==> src/rtl/traffic_ctrl.sv <==
// traffic_ctrl: two-road intersection light sequencer with pedestrian crossing
module traffic_ctrl #(
  parameter int         CNT_W  = 4,
  parameter logic [2:0] MAIN_G = 3'b001
) (
  input  logic             clk,
  input  logic             g_reset,
  input  logic             tick,
  input  logic             sensor_sync,
  input  logic             walk_request,
  input  logic [CNT_W-1:0] value,
  output logic [1:0]       interval,
  output logic [2:0]       light_main,
  output logic [2:0]       light_side,
  output logic             walk_lamp,
  output logic             expired,
  output logic [2:0]       state
);
  localparam logic [2:0] LG = MAIN_G;
  localparam logic [2:0] LY = MAIN_G << 1;
  localparam logic [2:0] LR = MAIN_G << 2;
  localparam logic [CNT_W-1:0] ONE = 1;
  typedef enum logic [2:0] {S_MG, S_MGX, S_MY, S_WALK, S_SG, S_SGX, S_SY} state_t;
  typedef enum logic [1:0] {P_SEL, P_WAIT, P_RUN} phase_t;
  state_t cur, nxt;
  phase_t phase;
  logic [CNT_W-1:0] cnt;
  logic walk_pending, done;
  assign state = cur;
  assign done = phase == P_RUN && cnt == '0;
  // successor state, only taken on the expiry edge
  always_comb begin
    nxt = cur;
    case (cur)
      S_MG, S_MGX: nxt = (sensor_sync || walk_pending) ? S_MY : S_MGX;
      S_MY:        nxt = walk_pending ? S_WALK : S_SG;
      S_WALK:      nxt = S_SG;
      S_SG:        nxt = sensor_sync ? S_SGX : S_SY;
      S_SGX:       nxt = S_SY;
      default:     nxt = S_MG;
    endcase
  end
  // state, phase sequencing, down-counter, walk latch and registered lamps
  always_ff @(posedge clk or negedge g_reset) begin
    if (!g_reset) begin
      cur          <= S_MG;
      phase        <= P_SEL;
      cnt          <= '0;
      walk_pending <= 1'b0;
      interval     <= 2'b00;
      expired      <= 1'b0;
      light_main   <= LG;
      light_side   <= LR;
      walk_lamp    <= 1'b0;
    end else begin
      expired      <= done;
      walk_pending <= (done && nxt == S_WALK) ? 1'b0 :
                      (walk_request && cur != S_WALK) ? 1'b1 : walk_pending;
      if (done) begin
        cur        <= nxt;
        phase      <= P_SEL;
        interval   <= (nxt == S_MY || nxt == S_SY) ? 2'b10 :
                      (nxt == S_MGX || nxt == S_WALK || nxt == S_SGX) ? 2'b01 : 2'b00;
        light_main <= (nxt == S_MG || nxt == S_MGX) ? LG : nxt == S_MY ? LY : LR;
        light_side <= (nxt == S_SG || nxt == S_SGX) ? LG : nxt == S_SY ? LY : LR;
        walk_lamp  <= nxt == S_WALK;
      end else if (phase == P_SEL) begin
        phase <= P_WAIT;
      end else if (phase == P_WAIT) begin
        cnt   <= value;
        phase <= P_RUN;
      end else if (tick && cnt != '0) begin
        cnt <= cnt - ONE;
      end
    end
  end
endmodule

==> config.mk <==
export PLATFORM = sky130hd
export DESIGN_NAME = traffic_ctrl
export DESIGN_NICKNAME = d
export VERILOG_FILES = /design/src/rtl/traffic_ctrl.sv
export SDC_FILE = /design/constraint.sdc
export NUM_CORES = 1
export LEC_CHECK = 0
export CAP_MARGIN = 20
export CORE_ASPECT_RATIO = 0.7
export CORE_MARGIN = 10
export CORE_UTILIZATION = 45
export CTS_CLUSTER_DIAMETER = 50
export DETAILED_ROUTE_END_ITERATION = 6
export PLACE_DENSITY = 0.72
export SETUP_SLACK_MARGIN = 0.1
export SLEW_MARGIN = 20
export SYNTH_ARGS = -nofsm -noshare
export SYNTH_HDL_FRONTEND = slang
export SYNTH_SLANG_ARGS = --single-unit
==> constraint.sdc <==
create_clock -name clk -period 2.9 [get_ports clk]
set_clock_uncertainty 0.2 [all_clocks]
set_input_delay 0.435 -clock clk [delete_from_list [all_inputs] [get_ports clk]]
set_output_delay 0.435 -clock clk [all_outputs]
set_load 0.02 [all_outputs]
==> impl_metrics.yaml <==
die:
  die-area_um2: 4570
  rows: 14
  core-area_um2: 2140
  initial_utilization: 0.472
  chipHeight_um: 59.6
  io_pins: 22
  die_x_um: 76.6
timing:
  setup_viol_count_final: 0
  worst_slew_pin_slew_ns: 0.853
  relSlewSlack: 0.429
  rsz0062_at_grt: "false"
  period_share: 0.751
  drv_slew: 0
  max_freq_ghz: 0.459
  final.setup.worst_slack_ns: 0.722
  holdWs_ns: 0.287
  finalSetupTns_ns: 0
  hold_violations: 0
  period_needed_ns: 2.18
global_route:
  grt_pass1_wl_um: 3990
  grt_remaining_overflow: 0
  track_usage: 0.108
  antenna_found_initial: 0
  grt_pass1_vias: 791
  grt_max_degree: 21
yosys:
  syn_inst: 96
  yosys.cell_types.count: 37
  syn_nets: 106
  synth_area_um2: 1010
  synth.avg_cell_area_um2: 10.5
  seq_area_frac_synth: 0.498
  ys_warn_count: 0
  ys_seq_elements: 20
critical_path:
  cp.required_ns: 2.27
  rr_worst_depth: 6
  critPathKind: "register to primary output"
  worstPathCellList: "clkdlybuf4s50_1"
  cpLargestDelayFamily: "buffers and inverters"
  cp_max_fo: 12
  endpoint_kind: "primary output"
  cp.buffers_inverters: 1
  worstPathArrival_ns: 1.54
  slowest_delay_ns: 0.68
  startpoint_type: "register"
  slowest_stage: "clkdlybuf4s50_1"
  path_depth: 1
place:
  gp_congestion: 0.997
  hpwlAfterDp_um: 1720
  pre_cts_ws_ns: 0.832
  port_buffers: 21
  dp_cells: 145
  place_area_um2: 1240
layout:
  design_area_um2: 1300
  antenna_cells: 0
  area_growth_syn_to_layout_pct: 28.4
  final_cells: 149
  fin_nets: 128
  final_util: 0.607
  layout-drive-gt1-share: 0.103
clock_tree:
  clk_pin_slew_worst_paths_ns: 0.11
  ctsResizeCount: 0
  clk_latency_ns: 0.30
  post-cts-setup-buffers: 0
  clk_path_buf_depth: 2
  clock_sinks: 20
  ctsHoldBuffers: 0
  cts_buffers: 3
  cts_tree: "done"
  ctsRootBufferMaster: "clkbuf_4"
  htreeDepth: 1
flow_run:
  maxCapViolations: 0
detailed_routing:
  vias_per_cell: 5.41
  routed_wl_um: 2330
  drc: 0
  wl_per_cell_um: 15.6
  ant_nets: 0
  drt-pass1-iter-count: 6
  drtIter0Drc: 66
  vias: 806
worst_hold_path:
  worstHoldPathCells: 1
  hp-class: "register to register"
power:
  power-per-cell-area_nw_per_um2: 1160
  irDropWorstVdd_mv: 0.586
  power.total_mw: 1.51
  leakagePower_nw: 0.547
status:
  outcome: "finished, final reports clean"
layout make-up:
cell class / instances / area [um2]
fillers: 194 / 841
flip-flops and latches: 20 / 503
clock buffers: 3 / 22.5
clock inverters: 1 / 30.0
well taps: 32 / 40.0
inverters: 5 / 18.8
repair buffers: 21 / 210
multi-input cells: 67 / 472
placed cells by master (no fill, tap or decap), types with 2 or more instances in the layout:
cell / netlist / routed
inv_1: 5 / 5
a21o_1: 4 / 4
dfstp_2: 2 / 2
o21ai_0: 7 / 7
nand2b_1: 4 / 4
or3_1: 3 / 3
dfrtp_1: 18 / 18
a2bb2oi_1: 2 / 2
clkdlybuf4s50_1: 0 / 21
a22o_1: 2 / 2
clkbuf_4: 0 / 3
nor3_1: 3 / 3
nand3b_1: 3 / 3
nor2_1: 7 / 7
nor4_1: 2 / 2
a21oi_1: 3 / 3
o41ai_1: 2 / 2
a31oi_1: 3 / 3
nor2b_1: 4 / 4
cell families (layout without fill, tap and decap cells):
logic type	after synthesis	count (layout)	synth area share
and+or+nand+nor	34	34	0.204
AOI/OAI and AO/OA	30	30	0.229
buffers and inverters	9	30	0.0347
DFF	20	20	0.498
adders and majority gates	1	1	0.0124
muxes	2	2	0.0211
synth_stat cells (all sizes together):
| cell | instances | area [um2] |
|---|---|---|
| dfrtp | 18 | 450 |
| nor2 | 7 | 26.3 |
| o21ai | 7 | 35.0 |
| inv | 5 | 18.8 |
| a21o | 4 | 30.0 |
| nand2b | 4 | 25.0 |
| nor2b | 4 | 25.0 |
| a21oi | 3 | 15.0 |
| a31oi | 3 | 18.8 |
| clkbuf | 3 | 11.3 |
| nand3b | 3 | 22.5 |
| nor3 | 3 | 15.0 |
| or3 | 3 | 18.8 |
| a22o | 2 | 17.5 |
| a2bb2oi | 2 | 17.5 |
| dfstp | 2 | 52.6 |
| nand2 | 2 | 10.0 |
| nor4 | 2 | 12.5 |
| o41ai | 2 | 17.5 |
| a2111oi | 1 | 27.5 |
| a311oi | 1 | 8.76 |
| and2 | 1 | 6.26 |
| and3b | 1 | 8.76 |
| buf | 1 | 5.00 |
| ha | 1 | 12.5 |
| mux2 | 1 | 11.3 |
| mux2i | 1 | 10.0 |
| nand3 | 1 | 5.00 |
| nor3b | 1 | 12.5 |
| o211a | 1 | 10.0 |
| o211ai | 1 | 7.51 |
| o21ba | 1 | 10.0 |
| o31a | 1 | 8.76 |
| o31ai | 1 | 7.51 |
| or3b | 1 | 11.3 |
| or4 | 1 | 7.51 |
sequential cells by signal, summed over array words and instances, names as in the netlist:
register,flops
light_side,3
cnt,4
phase,2
walk_pending,1
walk_lamp,1
expired,1
state,3
light_main,3
interval,2
where the power goes:
part	internal (mW)	switching, mW	total (mW)
logic	0.353	0.370	0.724
registers	0.409	0.148	0.557
clock network	0.140	0.0865	0.226
total	0.902	0.605	1.51
path summary, 6_finish.rpt:
check                                 startpoint  slack (ns)                 endpoint
hold reg to reg            walk_lamp$_DFFE_PN0P_        0.29    walk_lamp$_DFFE_PN0P_
max in group asynchronous                g_reset        1.57       cnt[0]$_DFFE_PN0P_
min in group asynchronous                g_reset        0.41     state[1]$_DFFE_PN0P_
setup reg to reg              cnt[1]$_DFFE_PN0P_        0.76  interval[1]$_DFFE_PN0P_
hold / removal             walk_lamp$_DFFE_PN0P_        0.29    walk_lamp$_DFFE_PN0P_
setup / recovery            state[1]$_DFFE_PN0P_        0.72                 state[1]
metal layers:
metal	track usage	up-vias	share of wire
met5	0	-	0
met4	0.0237	0	0.0052
met3	0.0515	2	0.085
met2	0.156	21	0.41
met1	0.143	387	0.50
li1	-	396	-
Note: power is estimated with default switching activity, not from simulation.
